`config.mk`:
```
export PLATFORM = sky130hd
export DESIGN_NAME = he_lb_csr_block
export DESIGN_NICKNAME = d
export VERILOG_FILES = /design/src/rtl/test_csr_defs.sv /design/src/rtl/he_lb_ctl_fsm.sv /design/src/rtl/he_lb_csr_block.sv
export SDC_FILE = /design/constraint.sdc
export NUM_CORES = 1
export LEC_CHECK = 0
export ABC_AREA = 1
export CORE_MARGIN = 2
export CORE_UTILIZATION = 35
export DETAILED_ROUTE_END_ITERATION = 8
export PLACE_DENSITY_LB_ADDON = 0.05
export SYNTH_ARGS = -nofsm -noshare
export SYNTH_HDL_FRONTEND = slang
export SYNTH_SLANG_ARGS = --single-unit
```
`constraint.sdc`:
```
create_clock -name clk -period 28 [get_ports clk]
set_input_delay 8.4 -clock clk [delete_from_list [all_inputs] [get_ports clk]]
set_output_delay 8.4 -clock clk [all_outputs]
set_load 0.05 [all_outputs]
```
`src/rtl/test_csr_defs.sv`:
```
// test_csr_defs: shared HE-LB CSR definitions.
//   - 64-bit slot offsets of every CSR (byte addresses, bits [2:0] zero)
//   - t_csr_reg: decoded register identifier plus csr_decode() to map an offset to it
//   - t_info0: layout of the constant INFO0 register
//   - t_lb_state: start/stop control FSM encoding (also reported in STATUS1[34:32])
//   - bus_bytes(): data-beat width in bytes for a given bus_width_shift
package test_csr_defs;

    localparam logic [15:0] CSR_DFH          = 16'h0000;
    localparam logic [15:0] CSR_ID_L         = 16'h0008;
    localparam logic [15:0] CSR_ID_H         = 16'h0010;
    localparam logic [15:0] CSR_SCRATCHPAD0  = 16'h0100;  // SCRATCHPAD1 is the upper word (0x104)
    localparam logic [15:0] CSR_DSM_BASEL    = 16'h0110;  // DSM_BASEH is the upper word (0x114)
    localparam logic [15:0] CSR_SRC_ADDR     = 16'h0120;
    localparam logic [15:0] CSR_DST_ADDR     = 16'h0128;
    localparam logic [15:0] CSR_NUM_LINES    = 16'h0130;
    localparam logic [15:0] CSR_CTL          = 16'h0138;
    localparam logic [15:0] CSR_CFG          = 16'h0140;
    localparam logic [15:0] CSR_INACT_THRESH = 16'h0148;
    localparam logic [15:0] CSR_STATUS0      = 16'h0160;
    localparam logic [15:0] CSR_STATUS1      = 16'h0168;
    localparam logic [15:0] CSR_ERROR        = 16'h0170;
    localparam logic [15:0] CSR_STRIDE       = 16'h0178;
    localparam logic [15:0] CSR_INFO0        = 16'h0180;

    typedef enum logic [4:0] {
        R_NONE,
        R_DFH,
        R_ID_L,
        R_ID_H,
        R_SCRATCH,
        R_DSM_BASE,
        R_SRC_ADDR,
        R_DST_ADDR,
        R_NUM_LINES,
        R_CTL,
        R_CFG,
        R_INACT_THRESH,
        R_STATUS0,
        R_STATUS1,
        R_ERROR,
        R_STRIDE,
        R_INFO0
    } t_csr_reg;

    typedef struct packed {
        logic [31:0] rsvd;
        logic [4:0]  local_mem_bus_width_shift;
        logic [1:0]  bus_width_shift;
        logic        atomics_supported;
        logic [7:0]  he_lb_api_version;
        logic [15:0] clk_mhz;
    } t_info0;

    typedef enum logic [2:0] {
        IDLE     = 3'd0,
        RUN      = 3'd1,
        STOPPING = 3'd2,
        DONE     = 3'd3
    } t_lb_state;

    // Bytes per data beat: 64B base bus scaled by 2**shift.
    function automatic int unsigned bus_bytes(input int unsigned shift);
        return 32'd64 << shift;
    endfunction

    function automatic t_csr_reg csr_decode(input logic [15:0] off);
        t_csr_reg r;
        case (off)
            CSR_DFH:          r = R_DFH;
            CSR_ID_L:         r = R_ID_L;
            CSR_ID_H:         r = R_ID_H;
            CSR_SCRATCHPAD0:  r = R_SCRATCH;
            CSR_DSM_BASEL:    r = R_DSM_BASE;
            CSR_SRC_ADDR:     r = R_SRC_ADDR;
            CSR_DST_ADDR:     r = R_DST_ADDR;
            CSR_NUM_LINES:    r = R_NUM_LINES;
            CSR_CTL:          r = R_CTL;
            CSR_CFG:          r = R_CFG;
            CSR_INACT_THRESH: r = R_INACT_THRESH;
            CSR_STATUS0:      r = R_STATUS0;
            CSR_STATUS1:      r = R_STATUS1;
            CSR_ERROR:        r = R_ERROR;
            CSR_STRIDE:       r = R_STRIDE;
            CSR_INFO0:        r = R_INFO0;
            default:          r = R_NONE;
        endcase
        return r;
    endfunction

endpackage

```
`src/rtl/he_lb_ctl_fsm.sv`:
```
// he_lb_ctl_fsm: HE-LB start/stop control FSM.
//   clk, rst        clock, asynchronous active-high reset
//   ctl_wr          one-cycle strobe: CTL low word written this cycle
//   ctl_wdata       CTL[2:0] being written ([0] engine enable, [1] start, [2] stop)
//   eng_busy/done   engine state inputs
//   eng_start       one-cycle pulse in the first cycle spent in RUN
//   eng_stop        high while STOPPING
//   fsm_state       current state (STATUS1[34:32])
//   run_cycles      cycles spent in RUN/STOPPING since the last start, saturating
module he_lb_ctl_fsm
    import test_csr_defs::*;
(
    input  logic        clk,
    input  logic        rst,
    input  logic        ctl_wr,
    input  logic [2:0]  ctl_wdata,
    input  logic        eng_busy,
    input  logic        eng_done,
    output logic        eng_start,
    output logic        eng_stop,
    output t_lb_state   fsm_state,
    output logic [31:0] run_cycles
);

    t_lb_state   state_q, state_d;
    logic        start_q, start_d;
    logic [31:0] run_cycles_q, run_cycles_d;

    always_ff @(posedge clk or posedge rst) begin
        if (rst) begin
            state_q      <= IDLE;
            start_q      <= 1'b0;
            run_cycles_q <= '0;
        end else begin
            state_q      <= state_d;
            start_q      <= start_d;
            run_cycles_q <= run_cycles_d;
        end
    end

    always_comb begin
        state_d      = state_q;
        run_cycles_d = run_cycles_q;

        if ((state_q == RUN || state_q == STOPPING) && run_cycles_q != '1) begin
            run_cycles_d = run_cycles_q + 32'd1;
        end

        case (state_q)
            IDLE, DONE: begin
                if (ctl_wr && ctl_wdata[0] && ctl_wdata[1]) begin
                    state_d      = RUN;
                    run_cycles_d = '0;
                end
            end
            RUN: begin
                if (eng_done) begin
                    state_d = DONE;
                end else if (ctl_wr && ctl_wdata[2]) begin
                    state_d = STOPPING;
                end
            end
            STOPPING: begin
                if (!eng_busy) begin
                    state_d = DONE;
                end
            end
            default: state_d = IDLE;
        endcase

        // Disabling the engine wins over every other transition.
        if (ctl_wr && !ctl_wdata[0]) begin
            state_d      = IDLE;
            run_cycles_d = '0;
        end

        start_d = (state_d == RUN) && (state_q != RUN);
    end

    assign eng_start  = start_q;
    assign eng_stop   = (state_q == STOPPING);
    assign fsm_state  = state_q;
    assign run_cycles = run_cycles_q;

endmodule

```
`src/rtl/he_lb_csr_block.sv`:
```
// he_lb_csr_block: MMIO CSR register file for the HE-LB exerciser.
//   clk, rst                        clock, asynchronous active-high reset
//   csr_wr_*                        write request (always ready); size 0=32b, 1=64b
//   csr_rd_*                        read request; ready while the response buffer can take data
//   csr_rsp_valid/ready/data        1-entry read response buffer, 32b reads zero-extended
//   csr_rsp_err                     (HE_LB_CSR_RD_ERR_EN only) unmapped/misaligned read flag
//   cfg_*                           engine configuration registers
//   eng_rst_n/eng_start/eng_stop    engine control (CTL[0], start pulse, stop level)
//   eng_busy/done/num_*/error       engine status inputs
// Optional feature macro: HE_LB_CSR_RD_ERR_EN (read error flag + sticky ERROR[31] on bad writes).
// Without it, misaligned accesses (64b at addr[2]=1) behave as unmapped.
module he_lb_csr_block
    import test_csr_defs::*;
#(
    parameter int unsigned ADDR_W          = 16,
    parameter logic [63:0] DFH_VAL         = 64'h0,
    parameter logic [63:0] ID_L_VAL        = 64'h0,
    parameter logic [63:0] ID_H_VAL        = 64'h0,
    parameter int unsigned CLK_MHZ         = 250,
    parameter logic [7:0]  API_VERSION     = 8'h02,
    parameter bit          ATOMICS         = 1'b1,
    parameter int unsigned BUS_WIDTH_SHIFT = 1,
    parameter int unsigned LM_WIDTH_SHIFT  = 4
) (
    input  logic              clk,
    input  logic              rst,
    input  logic              csr_wr_valid,
    output logic              csr_wr_ready,
    input  logic [ADDR_W-1:0] csr_wr_addr,
    input  logic              csr_wr_size,
    input  logic [63:0]       csr_wr_data,
    input  logic              csr_rd_valid,
    output logic              csr_rd_ready,
    input  logic [ADDR_W-1:0] csr_rd_addr,
    input  logic              csr_rd_size,
    output logic              csr_rsp_valid,
    input  logic              csr_rsp_ready,
    output logic [63:0]       csr_rsp_data,
`ifdef HE_LB_CSR_RD_ERR_EN
    output logic              csr_rsp_err,
`endif
    output logic [63:0]       cfg_src_addr,
    output logic [63:0]       cfg_dst_addr,
    output logic [31:0]       cfg_num_lines,
    output logic [31:0]       cfg_cfg,
    output logic [31:0]       cfg_stride,
    output logic [31:0]       cfg_inact_thresh,
    output logic [63:0]       cfg_dsm_base,
    output logic              eng_rst_n,
    output logic              eng_start,
    output logic              eng_stop,
    input  logic              eng_busy,
    input  logic              eng_done,
    input  logic [31:0]       eng_num_reads,
    input  logic [31:0]       eng_num_writes,
    input  logic [31:0]       eng_error
);

    localparam t_info0 INFO0 = '{
        rsvd:                      '0,
        local_mem_bus_width_shift: 5'(LM_WIDTH_SHIFT),
        bus_width_shift:           2'(BUS_WIDTH_SHIFT),
        atomics_supported:         ATOMICS,
        he_lb_api_version:         API_VERSION,
        clk_mhz:                   16'(CLK_MHZ)
    };

    // 32b write into a 64b slot: addr[2] selects which word is replaced.
    function automatic logic [63:0] merge64(input logic [63:0] old, input logic [63:0] wd,
                                            input logic size, input logic hi);
        logic [63:0] r;
        if (size)    r = wd;
        else if (hi) r = {wd[31:0], old[31:0]};
        else         r = {old[63:32], wd[31:0]};
        return r;
    endfunction

    logic [63:0] scratch_q,  scratch_d;
    logic [63:0] dsm_base_q, dsm_base_d;
    logic [63:0] src_addr_q, src_addr_d;
    logic [63:0] dst_addr_q, dst_addr_d;
    logic [31:0] num_lines_q, num_lines_d;
    logic [31:0] ctl_q, ctl_d;
    logic [31:0] cfg_q, cfg_d;
    logic [31:0] inact_q, inact_d;
    logic [31:0] stride_q, stride_d;
    logic        rsp_valid_q, rsp_valid_d;
    logic [63:0] rsp_data_q, rsp_data_d;
`ifdef HE_LB_CSR_RD_ERR_EN
    logic        rsp_err_q, rsp_err_d;
    logic        wr_err_q, wr_err_d;
`endif

    logic [ADDR_W-1:0] rd_slot, wr_slot;
    t_csr_reg          rd_reg, wr_reg;
    logic              rd_misalign, wr_misalign;
    logic              rd_accept, rd_bad;
    logic              wr_en, wr_lo, ctl_wr;
    logic [63:0]       rd_slot_data, rd_data;
    logic              rd_mapped;
    logic [31:0]       err_vec;
    t_lb_state         fsm_state;
    logic [31:0]       run_cycles;

    // Slot decode ignores addr[2:0]; addresses beyond the 16-bit map never hit.
    assign rd_slot = csr_rd_addr & ~ADDR_W'(7);
    assign wr_slot = csr_wr_addr & ~ADDR_W'(7);
    assign rd_reg  = (ADDR_W'(16'(rd_slot)) == rd_slot) ? csr_decode(16'(rd_slot)) : R_NONE;
    assign wr_reg  = (ADDR_W'(16'(wr_slot)) == wr_slot) ? csr_decode(16'(wr_slot)) : R_NONE;

    assign rd_misalign = csr_rd_size & csr_rd_addr[2];
    assign wr_misalign = csr_wr_size & csr_wr_addr[2];

    assign csr_wr_ready = 1'b1;
    assign csr_rd_ready = !rsp_valid_q || csr_rsp_ready;
    assign rd_accept    = csr_rd_valid && csr_rd_ready;

    assign wr_en  = csr_wr_valid && !wr_misalign;
    assign wr_lo  = wr_en && !csr_wr_addr[2];
    assign ctl_wr = wr_lo && (wr_reg == R_CTL);

`ifdef HE_LB_CSR_RD_ERR_EN
    assign err_vec = eng_error | {wr_err_q, 31'b0};
`else
    assign err_vec = eng_error;
`endif

    // Read mux works on current register state, so a same-cycle write is not visible.
    always_comb begin
        rd_slot_data = '0;
        rd_mapped    = 1'b1;
        case (rd_reg)
            R_DFH:          rd_slot_data = DFH_VAL;
            R_ID_L:         rd_slot_data = ID_L_VAL;
            R_ID_H:         rd_slot_data = ID_H_VAL;
            R_SCRATCH:      rd_slot_data = scratch_q;
            R_DSM_BASE:     rd_slot_data = dsm_base_q;
            R_SRC_ADDR:     rd_slot_data = src_addr_q;
            R_DST_ADDR:     rd_slot_data = dst_addr_q;
            R_NUM_LINES:    rd_slot_data = {32'h0, num_lines_q};
            R_CTL:          rd_slot_data = {32'h0, ctl_q};
            R_CFG:          rd_slot_data = {32'h0, cfg_q};
            R_INACT_THRESH: rd_slot_data = {32'h0, inact_q};
            R_STATUS0:      rd_slot_data = {eng_num_writes, eng_num_reads};
            R_STATUS1:      rd_slot_data = {29'b0, fsm_state, run_cycles};
            R_ERROR:        rd_slot_data = {32'h0, err_vec};
            R_STRIDE:       rd_slot_data = {32'h0, stride_q};
            R_INFO0:        rd_slot_data = INFO0;
            default:        rd_mapped    = 1'b0;
        endcase

        rd_bad = !rd_mapped || rd_misalign;
        if (rd_bad)              rd_data = '0;
        else if (csr_rd_size)    rd_data = rd_slot_data;
        else if (csr_rd_addr[2]) rd_data = {32'h0, rd_slot_data[63:32]};
        else                     rd_data = {32'h0, rd_slot_data[31:0]};
    end

    always_comb begin
        scratch_d   = scratch_q;
        dsm_base_d  = dsm_base_q;
        src_addr_d  = src_addr_q;
        dst_addr_d  = dst_addr_q;
        num_lines_d = num_lines_q;
        ctl_d       = ctl_q;
        cfg_d       = cfg_q;
        inact_d     = inact_q;
        stride_d    = stride_q;

        if (wr_en) begin
            case (wr_reg)
                R_SCRATCH:  scratch_d  = merge64(scratch_q,  csr_wr_data, csr_wr_size, csr_wr_addr[2]);
                R_DSM_BASE: dsm_base_d = merge64(dsm_base_q, csr_wr_data, csr_wr_size, csr_wr_addr[2]);
                R_SRC_ADDR: src_addr_d = merge64(src_addr_q, csr_wr_data, csr_wr_size, csr_wr_addr[2]);
                R_DST_ADDR: dst_addr_d = merge64(dst_addr_q, csr_wr_data, csr_wr_size, csr_wr_addr[2]);
                default: ;
            endcase
        end

        // 32-bit registers live in the low word of their slot; upper-word writes are dropped.
        if (wr_lo) begin
            case (wr_reg)
                R_NUM_LINES:    num_lines_d = csr_wr_data[31:0];
                R_CTL:          ctl_d       = csr_wr_data[31:0];
                R_CFG:          cfg_d       = csr_wr_data[31:0];
                R_INACT_THRESH: inact_d     = csr_wr_data[31:0];
                R_STRIDE:       stride_d    = csr_wr_data[31:0];
                default: ;
            endcase
        end

        rsp_valid_d = rsp_valid_q;
        rsp_data_d  = rsp_data_q;
        if (rd_accept) begin
            rsp_valid_d = 1'b1;
            rsp_data_d  = rd_data;
        end else if (csr_rsp_ready) begin
            rsp_valid_d = 1'b0;
        end

`ifdef HE_LB_CSR_RD_ERR_EN
        rsp_err_d = rsp_err_q;
        if (rd_accept) begin
            rsp_err_d = rd_bad;
        end
        wr_err_d = wr_err_q | (csr_wr_valid && (wr_reg == R_NONE || wr_misalign));
`endif
    end

    always_ff @(posedge clk or posedge rst) begin
        if (rst) begin
            scratch_q   <= '0;
            dsm_base_q  <= '0;
            src_addr_q  <= '0;
            dst_addr_q  <= '0;
            num_lines_q <= '0;
            ctl_q       <= '0;
            cfg_q       <= '0;
            inact_q     <= '0;
            stride_q    <= '0;
            rsp_valid_q <= 1'b0;
            rsp_data_q  <= '0;
`ifdef HE_LB_CSR_RD_ERR_EN
            rsp_err_q   <= 1'b0;
            wr_err_q    <= 1'b0;
`endif
        end else begin
            scratch_q   <= scratch_d;
            dsm_base_q  <= dsm_base_d;
            src_addr_q  <= src_addr_d;
            dst_addr_q  <= dst_addr_d;
            num_lines_q <= num_lines_d;
            ctl_q       <= ctl_d;
            cfg_q       <= cfg_d;
            inact_q     <= inact_d;
            stride_q    <= stride_d;
            rsp_valid_q <= rsp_valid_d;
            rsp_data_q  <= rsp_data_d;
`ifdef HE_LB_CSR_RD_ERR_EN
            rsp_err_q   <= rsp_err_d;
            wr_err_q    <= wr_err_d;
`endif
        end
    end

    he_lb_ctl_fsm u_ctl_fsm (
        .clk        (clk),
        .rst        (rst),
        .ctl_wr     (ctl_wr),
        .ctl_wdata  (csr_wr_data[2:0]),
        .eng_busy   (eng_busy),
        .eng_done   (eng_done),
        .eng_start  (eng_start),
        .eng_stop   (eng_stop),
        .fsm_state  (fsm_state),
        .run_cycles (run_cycles)
    );

    assign csr_rsp_valid    = rsp_valid_q;
    assign csr_rsp_data     = rsp_data_q;
`ifdef HE_LB_CSR_RD_ERR_EN
    assign csr_rsp_err      = rsp_err_q;
`endif
    assign cfg_src_addr     = src_addr_q;
    assign cfg_dst_addr     = dst_addr_q;
    assign cfg_num_lines    = num_lines_q;
    assign cfg_cfg          = cfg_q;
    assign cfg_stride       = stride_q;
    assign cfg_inact_thresh = inact_q;
    assign cfg_dsm_base     = dsm_base_q;
    assign eng_rst_n        = ctl_q[0];

endmodule

```
==> key figures <==
Outcome
  • Result of the run: finished, final reports clean

Critical path
  • List of cells traversed by the critical path: clkdlybuf4s50_1, inv_1, nand2_1, clkdlybuf4s50_1
  • Data arrival time of the critical path: 9.86 ns
  • CP most frequent cell: sky130_fd_sc_hd__clkdlybuf4s50_1
  • Maximum net fanout on the critical path: 3
  • Worst Path Class, Setup: in2out
  • Cell with the largest stage delay on the worst path: sky130_fd_sc_hd__clkdlybuf4s50_1
  • Required time at the worst-slack endpoint: 19.60 ns
  • Type of origin of the critical path: primary input
  • R2r worst-path depth: 11
  • Max stage delay on crit path: 0.83 ns
  • Setup crit end kind: primary output

Detailed routing
  • Routed wire length per instance: 23.44 um
  • Vias per cell: 5.207
  • Number of antenna-violating nets in the routed design: 0
  • DR iter-0 viols: 2107
  • Vias post-DR: 26.08k
  • Number of detailed-routing iterations run before antenna repair: 5
  • Total length of routed wires: 117400 um
  • DRC viols: 0

Clock tree
  • Buffers inserted during post-CTS setup optimization: 0
  • Clock Tree Root: sky130_fd_sc_hd__clkbuf_16
  • Clock slew at the register clock pins of the worst setup and hold paths: 0.06 ns
  • Total clock buffers created by CTS: 59
  • CTS hold repair buffers: 0
  • Maximum clock path buffer count: 3
  • Count of clock tree sinks: 517
  • Resized cells post-CTS: 0
  • H-Tree Level Count: 2
  • Clock latency of the later-clocked register in the worst-skew pair: 0.63 ns
  • Clock tree from TritonCTS: yes

STA
  • Post-route clock period utilization: 65.21%
  • Clock tree skew after final layout: 0.01533 ns
  • Fin. max-slew vios: 0
  • Endpoints failing hold: 0
  • Worst-Margin Slew: 1.238 ns
  • Minimum clock period: 18.26 ns
  • Maximum clock rate: 0.05477 GHz
  • RSZ-0062 raised after global routing: false
  • Tightest slew margin relative to the limit: 17.36%
  • Setup WS post-layout: 9.742 ns
  • Setup TNS after final layout: 0 ns
  • Final setup violation count: 0

Logic synthesis
  • Cells after Synth: 3538
  • Count leader, synth: sky130_fd_sc_hd__nand2_1
  • Largest area contributor in the netlist: sky130_fd_sc_hd__dfrtp_1
  • Syn. warnings: 0
  • Number of distinct library cells after synthesis: 43
  • Synthesized area: 0.02672 mm2
  • Syn Nets: 3740
  • Top cell type's share of synthesized area: 48.42%
  • Post-synthesis sequential area ratio: 48.42%
  • Commonest cells post-synth: 946 x sky130_fd_sc_hd__nand2_1, 546 x sky130_fd_sc_hd__nand3_1, 517 x sky130_fd_sc_hd__dfrtp_1
  • Dominant cells by area after synthesis: sky130_fd_sc_hd__dfrtp_1 48%, sky130_fd_sc_hd__nand2_1 13%, sky130_fd_sc_hd__nand3_1 10%
  • Count of flip-flops with a built-in enable after synthesis: 0
  • Number of synthesized register bits: 517
  • Async set-or-reset flop fraction in the synthesized netlist: 100.0%
  • Mean post-synth cell area: 7.552 um2
  • Most frequently used flop master after synthesis: sky130_fd_sc_hd__dfrtp_1

Placement
  • Half-perimeter wire length after detailed placement: 83420 um
  • Placed standard-cell area: 0.03326 mm2
  • Port Buffer Count: 585
  • Final GP Congestion: 0.9288
  • Minimum setup slack after placement: 9.755 ns

Final layout
  • Area growth from synthesis to layout: 31.29%
  • Post-route cell area: 0.03508 mm2
  • Fillers: 7824
  • Share of layout cells above drive strength 1: 4.097%
  • Layout net count: 4193

Pwr
  • VDD IR-drop max: 0.05893 mV
  • Power density over the cells: 51.66 mW/mm2
  • Leakage power figure: 16.36 nW
  • Total power after layout: 1.812 mW

Floorplanning
  • Core Region: 0.07582 mm2
  • Die extent in y: 280.3 um
  • FP Rows: 101
  • Starting utilization of the core area: 35.24%
  • Die X-Extent: 280.3 um
  • Full die area: 0.07857 mm2
  • Number of top-level pins: 591

GRT
  • Number of antenna violations at the first check in global routing: 6
  • GRT Overall Usage: 29.58%
  • Maximum number of pins on one net before global-route repair: 201
  • Vias in the first global route: 25.31k
  • Wire length of the first global-routing pass: 172100 um
  • Congestion Overflow GR: 0

Min path
  • Class of the most critical hold timing path: reg2reg
  • Cell depth of the worst hold path: 2

Flow run
  • Max-capacitance violation count: 0
## path summary, 6_finish.rpt
check | from | endpoint | slack, ns
min in group asynchronous | rst | cfg_cfg[0] | 8.31
max in group asynchronous | rst | cfg_dst_addr[21] | 17.51
setup / recovery | csr_rsp_ready | csr_rd_ready | 9.74
hold / removal | csr_rsp_data[17] | csr_rsp_data[17] | 0.48
hold reg to reg | csr_rsp_data[17] | csr_rsp_data[17] | 0.48
setup reg to reg | u_ctl_fsm.run_cycles[0] | u_ctl_fsm.run_cycles[31] | 25.09
## placed cells by master (no fill, tap or decap), types with 7 or more instances in the layout
cell type and count:
sky130_fd_sc_hd__dfrtp_1 517, sky130_fd_sc_hd__xnor2_1 7, sky130_fd_sc_hd__nand4_1 74, sky130_fd_sc_hd__nand3_2 8
sky130_fd_sc_hd__a21boi_0 31, sky130_fd_sc_hd__clkbuf_8 11, sky130_fd_sc_hd__a21oi_1 12, sky130_fd_sc_hd__mux2_1 17
sky130_fd_sc_hd__nand3_1 538, sky130_fd_sc_hd__clkbuf_1 17, sky130_fd_sc_hd__xor2_1 22, sky130_fd_sc_hd__a211oi_1 12
sky130_fd_sc_hd__nor3_1 61, sky130_fd_sc_hd__nor2_2 8, sky130_fd_sc_hd__clkdlybuf4s50_1 584, sky130_fd_sc_hd__nand2_1 943
sky130_fd_sc_hd__clkbuf_16 61, sky130_fd_sc_hd__o21a_1 32, sky130_fd_sc_hd__clkinv_2 7, sky130_fd_sc_hd__o221ai_1 16
sky130_fd_sc_hd__nor2_1 224, sky130_fd_sc_hd__buf_4 37, sky130_fd_sc_hd__nor2_4 11, sky130_fd_sc_hd__inv_1 289
sky130_fd_sc_hd__o21ai_1 57, sky130_fd_sc_hd__o21ai_0 385
## flip-flops by register name, indices dropped and copies added (netlist names)
signal                count
cfg_cfg                  32
cfg_dsm_base             64
cfg_dst_addr             64
cfg_inact_thresh         32
cfg_num_lines            32
cfg_src_addr             64
cfg_stride               32
csr_rsp_data             64
csr_rsp_valid             1
ctl_q                    32
scratch_q                64
u_ctl_fsm.eng_start       1
u_ctl_fsm.fsm_state       3
u_ctl_fsm.run_cycles     32
## power by group
group          switching [mW]  internal, mW
clock network           0.322         0.431
logic                   0.171        0.0864
registers              0.0323         0.769
total                   0.525          1.29
## metrics by stage
step | utilization [%] | std cells | hold slack (ns)
after floorplan | - | 3538 | 0.4501
after global placement | 43.87 | 4908 | 0.4657
after detailed placement | 43.87 | 4908 | 0.4661
after CTS | 46.25 | 5005 | 0.4828
after global routing | 46.27 | 5009 | 0.5033
final | 46.27 | 5009 | 0.4787
## final cells by class
type                    count  area [um2]  area share [%]
diodes                      4       10.01         0.02853
repair buffers            624        6168           17.58
inverters                 293        1107           3.157
flip-flops and latches    517       12940           36.88
clock buffers              89        1742           4.965
clock inverters             8       65.06          0.1855
multi-input cells        2496       11830           33.71
well taps                 978        1224           3.488
## layer usage
layer | up-vias | part of all wire (%) | global-route usage, %
li1 | 12560 | - | -
met1 | 12600 | 41 | 37.17
met2 | 752 | 49 | 50.44
met3 | 163 | 6.0 | 5.413
met4 | 2 | 4.0 | 11.28
met5 | - | 0.0094 | 0
## cell families after synthesis
group | count (synthesis) | share of synthesized area (%)
adders and majority gates | 1 | 0.04682
and+or+nand+nor | 1885 | 30.41
muxes | 23 | 0.9693
AOI/OAI and AO/OA | 556 | 11.44
xor gates and xnor gates | 29 | 0.9506
DFF | 517 | 48.42
other | 2 | 0.02811
buffers and inverters | 525 | 7.731
## worst max-delay path, delay by kind of cell
kind	cells	cell delay (ns)
buf+inv	3	1.33
simple gates	1	0.13
Note: power is estimated with default switching activity, not from simulation.
